--- src/rtl/mem_arbiter.sv ---
// -----------------------------------------------------------------------------
// mem_arbiter
// Arbitrates an instruction-fetch requester (I, read-only) and a data
// requester (D, read/write) onto one shared memory port. At most one
// transaction is in flight. FSM: IDLE -> ISSUE -> WAIT -> RESP -> IDLE.
//
// Configuration macro: MEM_ARB_RR_EN
//   defined   : round-robin on conflict (last_owner bit, reset to I)
//   undefined : fixed priority, D wins on conflict
//
// Ports
//   clk, reset            : single clock, synchronous active-high reset
//   i_req/i_addr          : I request and address
//   i_ack/i_rdata         : I one-cycle acknowledge, held read data
//   d_req/d_we/d_addr     : D request, write enable and address
//   d_wd/d_wmask          : D write data and byte mask
//   d_ack/d_rdata         : D one-cycle acknowledge, held read data
//   mem_req/mem_we/mem_a  : shared port request, write enable, address
//   mem_wd/mem_wmask      : shared port write data and byte mask
//   mem_gnt               : memory accepted the request (ISSUE only)
//   mem_rvalid/mem_rd     : completion and read data (WAIT only)
//   busy                  : high whenever the FSM is not in IDLE
// -----------------------------------------------------------------------------
module mem_arbiter #(
  parameter int ADDR_W = 32,
  parameter int DATA_W = 32
) (
  input  logic                clk,
  input  logic                reset,
  input  logic                i_req,
  input  logic [ADDR_W-1:0]   i_addr,
  output logic                i_ack,
  output logic [DATA_W-1:0]   i_rdata,
  input  logic                d_req,
  input  logic                d_we,
  input  logic [ADDR_W-1:0]   d_addr,
  input  logic [DATA_W-1:0]   d_wd,
  input  logic [DATA_W/8-1:0] d_wmask,
  output logic                d_ack,
  output logic [DATA_W-1:0]   d_rdata,
  output logic                mem_req,
  output logic                mem_we,
  output logic [ADDR_W-1:0]   mem_a,
  output logic [DATA_W-1:0]   mem_wd,
  output logic [DATA_W/8-1:0] mem_wmask,
  input  logic                mem_gnt,
  input  logic                mem_rvalid,
  input  logic [DATA_W-1:0]   mem_rd,
  output logic                busy
);

  typedef enum logic [1:0] {
    ST_IDLE  = 2'd0,
    ST_ISSUE = 2'd1,
    ST_WAIT  = 2'd2,
    ST_RESP  = 2'd3
  } state_t;

  localparam logic OWN_I = 1'b0;
  localparam logic OWN_D = 1'b1;

  state_t              state_q, state_d;
  logic                owner_q, owner_d;
  logic                we_q, we_d;
  logic [ADDR_W-1:0]   addr_q, addr_d;
  logic [DATA_W-1:0]   wd_q, wd_d;
  logic [DATA_W/8-1:0] wmask_q, wmask_d;
  logic [DATA_W-1:0]   i_rdata_q, i_rdata_d;
  logic [DATA_W-1:0]   d_rdata_q, d_rdata_d;
  logic                mem_req_q, i_ack_q, d_ack_q, busy_q;
  logic                sel_d_s;

`ifdef MEM_ARB_RR_EN
  logic last_owner_q, last_owner_d;

  // Round-robin pick: on conflict the port that did not win last time wins.
  always_comb begin
    sel_d_s = d_req && (!i_req || (last_owner_q == OWN_I));
  end
`else
  // Fixed priority pick: D wins whenever it requests.
  always_comb begin
    sel_d_s = d_req;
  end
`endif

  // Next-state and datapath latch logic.
  always_comb begin
    state_d   = state_q;
    owner_d   = owner_q;
    we_d      = we_q;
    addr_d    = addr_q;
    wd_d      = wd_q;
    wmask_d   = wmask_q;
    i_rdata_d = i_rdata_q;
    d_rdata_d = d_rdata_q;
`ifdef MEM_ARB_RR_EN
    last_owner_d = last_owner_q;
`endif
    case (state_q)
      ST_IDLE: begin
        if (i_req || d_req) begin
          state_d = ST_ISSUE;
`ifdef MEM_ARB_RR_EN
          last_owner_d = sel_d_s ? OWN_D : OWN_I;
`endif
          if (sel_d_s) begin
            owner_d = OWN_D;
            we_d    = d_we;
            addr_d  = d_addr;
            wd_d    = d_wd;
            wmask_d = d_wmask;
          end else begin
            // I port is read-only: never a write, never a byte mask.
            owner_d = OWN_I;
            we_d    = 1'b0;
            addr_d  = i_addr;
            wd_d    = '0;
            wmask_d = '0;
          end
        end else begin
          state_d = ST_IDLE;
        end
      end
      ST_ISSUE: begin
        if (mem_gnt) begin
          state_d = ST_WAIT;
        end else begin
          state_d = ST_ISSUE;
        end
      end
      ST_WAIT: begin
        // Writes complete on rvalid too; the returned data is stored anyway.
        if (mem_rvalid) begin
          state_d = ST_RESP;
          if (owner_q == OWN_D) begin
            d_rdata_d = mem_rd;
          end else begin
            i_rdata_d = mem_rd;
          end
        end else begin
          state_d = ST_WAIT;
        end
      end
      ST_RESP: begin
        state_d = ST_IDLE;
      end
      default: begin
        state_d = ST_IDLE;
      end
    endcase
  end

  // State, datapath and output registers; outputs are decoded from state_d
  // so that they are registered and line up with the state they belong to.
  always_ff @(posedge clk) begin
    if (reset) begin
      state_q   <= ST_IDLE;
      owner_q   <= OWN_I;
      we_q      <= 1'b0;
      addr_q    <= '0;
      wd_q      <= '0;
      wmask_q   <= '0;
      i_rdata_q <= '0;
      d_rdata_q <= '0;
      mem_req_q <= 1'b0;
      i_ack_q   <= 1'b0;
      d_ack_q   <= 1'b0;
      busy_q    <= 1'b0;
`ifdef MEM_ARB_RR_EN
      last_owner_q <= OWN_I;
`endif
    end else begin
      state_q   <= state_d;
      owner_q   <= owner_d;
      we_q      <= we_d;
      addr_q    <= addr_d;
      wd_q      <= wd_d;
      wmask_q   <= wmask_d;
      i_rdata_q <= i_rdata_d;
      d_rdata_q <= d_rdata_d;
      mem_req_q <= (state_d == ST_ISSUE);
      i_ack_q   <= (state_d == ST_RESP) && (owner_d == OWN_I);
      d_ack_q   <= (state_d == ST_RESP) && (owner_d == OWN_D);
      busy_q    <= (state_d != ST_IDLE);
`ifdef MEM_ARB_RR_EN
      last_owner_q <= last_owner_d;
`endif
    end
  end

  assign mem_req   = mem_req_q;
  assign mem_we    = we_q;
  assign mem_a     = addr_q;
  assign mem_wd    = wd_q;
  assign mem_wmask = wmask_q;
  assign i_ack     = i_ack_q;
  assign d_ack     = d_ack_q;
  assign i_rdata   = i_rdata_q;
  assign d_rdata   = d_rdata_q;
  assign busy      = busy_q;

endmodule

--- config.mk ---
export PLATFORM = sky130hd
export DESIGN_NAME = mem_arbiter
export DESIGN_NICKNAME = d
export VERILOG_FILES = /design/src/rtl/mem_arbiter.sv
export SDC_FILE = /design/constraint.sdc
export NUM_CORES = 1
export LEC_CHECK = 0
export CORE_UTILIZATION = 40
export DETAILED_ROUTE_END_ITERATION = 10
export GPL_ROUTABILITY_DRIVEN = 1
export MAX_ROUTING_LAYER = met4
export PLACE_DENSITY_LB_ADDON = 0.3
export SYNTH_ARGS = -nofsm -noshare
export SYNTH_HDL_FRONTEND = slang
export SYNTH_SLANG_ARGS = --single-unit
--- constraint.sdc ---
create_clock -name clk -period 1.7 [get_ports clk]
set_input_delay 0.51 -clock clk [delete_from_list [all_inputs] [get_ports clk]]
set_output_delay 0.51 -clock clk [all_outputs]
set_load 0.02 [all_outputs]
== After elaboration in Yosys (flattened, before gate mapping) ==
Cells that the tools add are included.
Widths: inputs -> output; s select.

* Equality and inequality tests: 5
* Muxes and demuxes: 11
* Bitwise gates (word level): 2
* Reduce and logical (&&, ||, !) cells: 8

{| class="wikitable"
|+ Operators with widths
! operator !! number
|-
| $mux 32 || 2
|-
| $pmux 2 s4 || 1
|-
| $eq 2x2->1 const B || 3
|-
| $mux 1 || 6
|-
| $reduce_and 3->1 || 2
|-
| $eq 2x1->1 const B || 2
|-
| $mux 4 || 1
|-
| $logic_and 1x1->1 || 2
|-
| $logic_not 2->1 || 1
|-
| $mux 2 || 1
|-
| $not 1->1 || 2
|-
| $reduce_and 2->1 || 1
|-
| $reduce_bool 2->1 || 1
|-
| $logic_or 1x1->1 || 1
|}

* Bits in registers: 140
* Bits of input ports: 139
* Output and inout port bits: 137
* Word-level logic and storage cells: 38

== Depth between registers and ports, before layout ==
Gate-level depths: netlist (run 1).

* Depth after elaboration: 5
* Mapped depth: 6
* Gate-level depth less buffers: 3

== Worst setup path after synthesis (run 1) ==
OpenSTA, ideal clock, no wires.

* Path type: in2reg
* Start point: in d_req
* End point: reg busy_q (netlist: busy)
* Library setup time: 136 ps
* Arrival: 1347 ps
* Data required time: 1564 ps
* Path slack: 217 ps
* Cell stages on the path: 6
* Buffers on the path: 3
* Cells stage by stage: buf_2 -> or2_1 -> buf_2 -> buf_2 -> nor3_1 -> a211oi_1

* Cells in the longest elaborated chain, start to end: 4

{| class="wikitable"
|+ RTL lines
! element !! line !! text
|-
| from (decl) || 34 || <nowiki>input logic d_req,</nowiki>
|-
| $logic_or 1x1->1 || 102 || <nowiki>if (i_req || d_req) begin</nowiki>
|-
| $mux 1 || 102 ||
|-
| $pmux 2 s4 || 100 || <nowiki>case (state_q)</nowiki>
|-
| $reduce_bool 2->1 || 185 || <nowiki>busy_q <= (state_d != ST_IDLE);</nowiki>
|-
| to (signal assigned) || 185 ||
|-
| to (decl) || 70 || <nowiki>logic mem_req_q, i_ack_q, d_ack_q, busy_q;</nowiki>
|}

Every way passes these cells.
A chain may end at the register's enable or synchronous reset.

== Worst setup path after layout (run 1) ==
* Start point: reg i_rdata_q[20] (netlist: i_rdata[20])
* End point: out i_rdata[20]

{| class="wikitable"
|+ RTL lines
! element !! line !! text
|-
| from (decl) || 68 || <nowiki>logic [DATA_W-1:0] i_rdata_q, i_rdata_d;</nowiki>
|-
| from (signal assigned) || 180 || <nowiki>i_rdata_q <= i_rdata_d;</nowiki>
|-
| to (decl) || 33 || <nowiki>output logic [DATA_W-1:0] i_rdata,</nowiki>
|}

No word-level cell between the ends.

==> results of run 1 <==
==> state kept, by name (all words and copies together) (netlist names) <==
| register | flops |
|---|---|
| busy | 1 |
| d_ack | 1 |
| d_rdata | 32 |
| i_ack | 1 |
| i_rdata | 32 |
| mem_a | 32 |
| mem_req | 1 |
| mem_wd | 32 |
| mem_we | 1 |
| mem_wmask | 4 |
| owner_q | 1 |
| state_q | 2 |
==> final timing paths <==
kind | end | from
worst max register to register | mem_wd[9]$_SDFFE_PP0P_ | state_q[1]$_SDFF_PP0_
worst max-delay path | i_rdata[20] | i_rdata[20]$_SDFFE_PP0P_
worst min register to register | i_rdata[7]$_SDFFE_PP0P_ | i_rdata[7]$_SDFFE_PP0P_
worst min-delay path | i_rdata[7]$_SDFFE_PP0P_ | i_rdata[7]$_SDFFE_PP0P_
==> power breakdown <==
group	switching [W]	internal, W	leakage, nW
registers	0.000113	0.00349	1.14
clock network	0.00142	0.00217	0.274
logic	0.000865	0.000762	2.33
==> area by class of cell <==
| type | instances | share of cell area [%] |
|---|---|---|
| repair buffers | 292 | 32.94 |
| well taps | 172 | 2.475 |
| clock inverters | 13 | 1.626 |
| diodes | 1 | 0.02878 |
| flip-flops and latches | 140 | 32.23 |
| clock buffers | 19 | 4.978 |
| multi-input cells | 427 | 25.73 |
==> per-stage QoR <==
| stage | util (%) | area, sq um | total power (W) | hold slack, ps | setup WS (ps) |
|---|---|---|---|---|---|
| 2_1_floorplan | - | 5318 | 0.004498 | 518.7 | 216.8 |
| 3_3_place_gp | 64.90 | 8290 | 0.005384 | 442.4 | -109.0 |
| 3_5_place_dp | 64.90 | 8290 | 0.005431 | 447.1 | -199.9 |
| 4_1_cts | 68.06 | 8693 | 0.008869 | 452.7 | 47.82 |
| 5_1_grt | 68.08 | 8696 | 0.009159 | 473.1 | 26.11 |
| 6_report | 68.08 | 8696 | 0.008817 | 449.7 | 64.19 |
==> timing repair <==
action,CTS,global route
hold buffers,0,0
gates resized for setup,137,0
endpoints found under the setup margin,137,0
==> cell usage in the layout, fill, tap and decap left out, types with 4 or more instances in the layout <==
cell and n:
sky130_fd_sc_hd__nand2_1 167, sky130_fd_sc_hd__dfxtp_1 140, sky130_fd_sc_hd__dlygate4sd2_1 137, sky130_fd_sc_hd__clkdlybuf4s50_1 136
sky130_fd_sc_hd__a21oi_1 134, sky130_fd_sc_hd__o21ai_1 37, sky130_fd_sc_hd__mux2i_1 33, sky130_fd_sc_hd__a211oi_1 33
sky130_fd_sc_hd__clkbuf_16 17, sky130_fd_sc_hd__buf_12 13, sky130_fd_sc_hd__buf_4 5, sky130_fd_sc_hd__nor2_1 4
==> metal layers <==
metal / vias up / GRT usage [%] / routed length [um]
li1: 2643 / - / -
met3: 35 / 6.566 / 1231
met5: - / - / 0
met2: 234 / 41.31 / 8212
met1: 2513 / 27.63 / 6689
met4: 0 / 9.416 / 403
==> cells by family after synthesis <==
family | count (synthesis) | synth area share [%]
buffers and inverters | 59 | 5.388
flip-flops | 140 | 52.71
multiplexers | 33 | 6.212
AND/OR/NAND/NOR | 187 | 14.47
AO/OA/AOI/OAI | 207 | 21.22
==> tightest hold or removal path, stage by stage, from the launching register on <==
cell and delay (ps):
sky130_fd_sc_hd__dfxtp_1 300, sky130_fd_sc_hd__nand2_1 50, sky130_fd_sc_hd__a21oi_1 50
==> cells in the mapped netlist, drive strengths merged <==
master	number	area [sq um]
nand4b	1	8.760
a211oi	33	247.7
mux2i	33	330.3
nand4bb	1	11.26
o21ai	37	185.2
nor2	7	31.28
nor3b	2	25.02
a21oi	135	679.4
or3b	1	8.760
nand2	167	626.9
clkbuf	20	75.07
dfxtp	140	2803
and4b	1	10.01
a2111oi	1	8.760
o31ai	1	7.510
or2	2	12.51
nor2b	2	12.51
and4bb	1	12.51
buf	39	211.5
nor3	2	10.01
==> impl_metrics.py, run 1 <==
metrics = {
    "outcome": {
        "result_of_the_run": "complete, no violations",
    },
    "yosys": {
        "synthCells": 626,
        "count_of_distinct_cell_types_in_the_synthesized_netlist": 24,
        "synth_fp_nets": 765,
        "cell_area_synth_sq_mm": 0.005318,
        "synth.yosys.seq_area_share_pct": 52.71,
        "ys_seq_elements": 140,
        "ys_warn_count": 0,
        "postSynthAreaPerCell_sq_um": 8.495,
    },
    "setup_path": {
        "crit_path_top_delay_cell": "sky130_fd_sc_hd__dfxtp_1",
        "timing.critical_path.max_delay_family": "flip-flops",
        "r2r.worst_path.cells": 4,
        "worstPathRequired_ps": 1190,
        "reg2reg_setup_slack_ps": 190,
        "worst_path_bufs_invs": 1,
        "critical_path.max_stage_delay_ps": 360,
        "crit_path_cell_trace": "dlygate4sd2_1",
        "cp-end-kind": "primary output",
        "cp-start-kind": "flop",
        "crit_type": "flop to primary output",
        "worst_path_arrival_ps": 1130,
        "critical_path_maximum_fanout": 2,
        "critical_path_cell_count": 1,
    },
    "global_routing": {
        "grt.overflow.total": 0,
        "grt_pass1_vias": 5349,
        "grt_first_pass_wirelength_mm": 26.47,
        "grt_antenna_before_repair": 1,
        "pin_count_of_the_biggest_net_entering_global_routing": 54,
        "all_layer_gr_usage_pct": 24.52,
    },
    "job": {
        "cap_violations": 0,
    },
    "worst_hold_path": {
        "whs_path_depth": 2,
        "worst_hold_path_type": "flop to flop",
    },
    "power_and_ir_drop": {
        "power_leakage_nw": 3.747,
        "power.ir.vdd_worst_mv": 0.5891,
        "pwr_dens_mw_per_mm2": 1014,
    },
    "timing": {
        "worst_clock_skew_ps": 7.562,
        "post_route_fraction_of_the_period_consumed_by_the_critical_path_pct": 96.22,
        "timing.final.crit_period_ps": 1636,
        "setup-violations-final": 0,
        "totalNegativeSetupSlack_ps": 0,
        "rsz0062_at_grt": "false",
        "timing_worst_slew_pin_value_ps": 502.9,
        "worst_slew_margin_pct": 66.43,
        "finalMaxSlewViolations": 0,
        "clock.fmax_ghz": 0.6113,
        "final_hold_viol_count": 0,
    },
    "detailed_routing": {
        "vias_cell": 5.099,
        "post-route-drc-count": 0,
        "firstDrtPassIters": 4,
        "drtAntennaViolNets": 0,
        "totalWireLength_mm": 16.54,
        "avgRoutedWirePerCell_um": 15.54,
        "drt_iter0_drc": 466,
        "num_vias": 5425,
    },
    "clock_tree": {
        "cts_tree": "done",
        "clock_sink_total": 140,
        "clock_tree_buf_depth": 2,
        "tritoncts.num_buffers": 17,
        "clk_latency_ps": 410,
        "cts-htree-levels": 4,
        "clk_root_buffer_cell": "sky130_fd_sc_hd__clkbuf_16",
        "clkSlewWorstSetupHoldPaths_ps": 60,
        "post-cts-setup-buffer-count": 0,
    },
    "finish": {
        "seqCellArea_sq_mm": 0.002803,
        "final_nets": 1017,
        "area_delta_synth_final_pct": 63.53,
        "post_route_cells_drive_above_1_share_pct": 6.173,
        "count_of_filler_cells_inserted_in_the_layout": 1041,
        "finish.cell_count_without_fillers": 1064,
        "footprint_of_the_multi_input_gates_sq_mm": 0.002237,
    },
    "place": {
        "routabilityCongestion": 0.8450,
        "placed_cells_incl_taps": 1031,
        "place.detailed.hpwl_mm": 11.72,
        "place.port_buffers": 275,
    },
    "die": {
        "floorplan.rows": 41,
        "fp.dieArea_sq_mm": 0.01376,
        "floorplan.initialDensity_pct": 41.63,
        "fp.coreArea_sq_mm": 0.01277,
        "ios": 276,
        "die_width_um": 117.3,
        "die_height_um": 117.3,
    },
}
(Power assumes the default switching activity.)
==> run 2, diff against run 1 <==
--- a/config.mk
+++ b/config.mk
@@ -9,7 +9,7 @@
 export DETAILED_ROUTE_END_ITERATION = 10
 export GPL_ROUTABILITY_DRIVEN = 1
 export MAX_ROUTING_LAYER = met4
-export PLACE_DENSITY_LB_ADDON = 0.3
+export PLACE_DENSITY = 0.81
 export SYNTH_ARGS = -nofsm -noshare
 export SYNTH_HDL_FRONTEND = slang
 export SYNTH_SLANG_ARGS = --single-unit
==> impl_metrics.py, run 2 (synthesis gave the netlist of run 1 again) <==
metrics = {
    "worst_hold_path": {
        "worst_hold_path_type": "flop to flop",
        "whs_path_depth": 2,
        "hold_start": "d_rdata[15]$_SDFFE_PP0P_",
        "timing.hold.worst_endpoint": "d_rdata[15]$_SDFFE_PP0P_",
    },
    "finish": {
        "final_nets": 1023,
        "mostFrequentLayoutCell": "sky130_fd_sc_hd__nand2_1",
        "finish.cell_count_without_fillers": 1069,
        "most-common-layout-cells": "sky130_fd_sc_hd__nand2_1, sky130_fd_sc_hd__dfxtp_1, sky130_fd_sc_hd__dlygate4sd2_1",
        "antenna-diode-count": 0,
        "area_delta_synth_final_pct": 64.52,
        "post_route_cells_drive_above_1_share_pct": 6.912,
    },
    "setup_path": {
        "worst_path_arrival_ps": 1100,
        "crit_path_cell_trace": "dlygate4sd2_1",
        "startpoint": "mem_a[18]$_SDFFE_PP0P_",
        "timing.critical_path.max_delay_family": "flip-flops",
        "worst_path_bufs_invs": 1,
        "critical_path_maximum_fanout": 2,
        "crit_path_top_delay_cell": "sky130_fd_sc_hd__dfxtp_1",
        "crit_type": "flop to primary output",
        "r2r.worst_path.cells": 4,
        "reg2reg_setup_slack_ps": 310,
        "worstPathRequired_ps": 1190,
        "cp-end-kind": "primary output",
        "rr_startpoint": "state_q[1]$_SDFF_PP0_",
        "reg2reg_to": "mem_wd[12]$_SDFFE_PP0P_",
        "cp-start-kind": "flop",
        "critical_path.max_stage_delay_ps": 350,
    },
    "die": {
        "die_height_um": 117.3,
        "die_width_um": 117.3,
        "fp.dieArea_sq_mm": 0.01376,
        "ios": 276,
        "floorplan.rows": 41,
        "fp.coreArea_sq_mm": 0.01277,
        "floorplan.initialDensity_pct": 41.63,
    },
    "clock_tree": {
        "cts-htree-levels": 4,
        "clkSlewWorstSetupHoldPaths_ps": 60,
        "clock_sink_total": 140,
        "post_cts_hold_buffer_count": 0,
        "clk_latency_ps": 410,
        "clock_tree_buf_depth": 2,
        "clk_root_buffer_cell": "sky130_fd_sc_hd__clkbuf_16",
        "cts_tree": "done",
        "tritoncts.num_buffers": 17,
    },
    "global_routing": {
        "grt_pass1_vias": 5224,
        "grt.met2_usage_pct": 41.20,
        "all_layer_gr_usage_pct": 24.22,
        "grt_first_pass_wirelength_mm": 26.14,
        "grt_antenna_before_repair": 0,
        "busiest_grt_layer": "met2",
        "routing_usage_on_met1_pct": 27.67,
        "grt.overflow.total": 0,
        "met3_usage_pct": 5.982,
        "pin_count_of_the_biggest_net_entering_global_routing": 39,
    },
    "place": {
        "routabilityCongestion": 0.8089,
        "place.port_buffers": 275,
        "place.detailed.hpwl_mm": 11.45,
        "placed_cells_incl_taps": 1037,
    },
    "timing": {
        "clock.fmax_ghz": 0.6200,
        "timing.final.crit_period_ps": 1613,
        "worst_clock_skew_ps": 10.86,
        "final_hold_viol_count": 0,
        "post_route_fraction_of_the_period_consumed_by_the_critical_path_pct": 94.88,
        "timing_worst_slew_pin_value_ps": 437.9,
        "setup-violations-final": 0,
        "worst_slew_margin_pct": 70.81,
        "rsz0062_at_grt": "false",
        "finalMaxSlewViolations": 0,
    },
    "detailed_routing": {
        "firstDrtPassIters": 4,
        "num_vias": 5366,
        "avgRoutedWirePerCell_um": 15.21,
        "drtAntennaViolNets": 0,
        "drt_iter0_drc": 364,
        "post-route-drc-count": 0,
        "totalWireLength_mm": 16.26,
        "vias_cell": 5.020,
    },
    "power_and_ir_drop": {
        "power.ir.vdd_worst_mv": 0.6164,
        "totalPowerFinal_w": 0.008851,
        "power_leakage_nw": 3.782,
        "pwr_dens_mw_per_mm2": 1012,
    },
    "outcome": {
        "result_of_the_run": "complete, no violations",
    },
    "job": {
        "cap_violations": 0,
    },
}
-- run 2: what timing repair did --
item	CTS	global route
setup buffers	0	0
endpoints found under the setup margin	137	0
hold endpoints to repair	0	0
resized for setup	137	0
-- run 2: worst max path at each step --
stage | cells past startpoint | endpoint
final | 1 | mem_a[18]
after global routing | 1 | mem_a[7]
after CTS | 1 | mem_a[7]
after detailed placement | 5 | mem_a[24]$_SDFFE_PP0P_
after global placement | 4 | i_ack$_SDFF_PP0_
after floorplan | 6 | busy$_SDFF_PP0_
-- run 2: power by group --
group | leakage (nW) | internal (W) | switching [W] | total [W]
Sequential | 1.14 | 0.00349 | 0.000109 | 0.00360
Clock | 0.280 | 0.00221 | 0.00142 | 0.00362
Combinational | 2.36 | 0.000772 | 0.000860 | 0.00163
-- run 2: final cells by class --
type / count / area (sq um)
Timing Repair Buffer: 298 / 2909
Fill cell: 1080 / 4025
Multi-Input combinational cell: 427 / 2237
Tap cell: 172 / 215.2
Sequential cell: 140 / 2803
Clock buffer: 19 / 442.9
Clock inverter: 13 / 141.4
-- run 2: per-layer routing --
metal | vias up | part of all wire (%)
li1 | 2658 | -
met1 | 2456 | 41
met2 | 226 | 50
met3 | 26 | 6.8
met4 | 0 | 2.1
met5 | - | 0
-- run 2: metrics by stage --
stage	cell area, sq um	hold slack, ps	setup WS (ps)	utilization, %	setup TNS [ps]
after floorplan	5318	518.7	216.8	-	0
after global placement	8335	440.8	-93.81	65.26	-6720
after detailed placement	8335	446.2	-140.0	65.26	-9275
after CTS	8748	451.1	41.75	68.49	0
after global routing	8748	470.3	12.56	68.49	0
final	8748	448.9	86.97	68.49	0
==> run 3, diff against run 2 <==
--- a/config.mk
+++ b/config.mk
@@ -13,3 +13,4 @@
 export SYNTH_ARGS = -nofsm -noshare
 export SYNTH_HDL_FRONTEND = slang
 export SYNTH_SLANG_ARGS = --single-unit
+export TNS_END_PERCENT = 50
==> results of run 3 <==
Same layout as run 2: the final DEF is identical, and so are final timing and power.
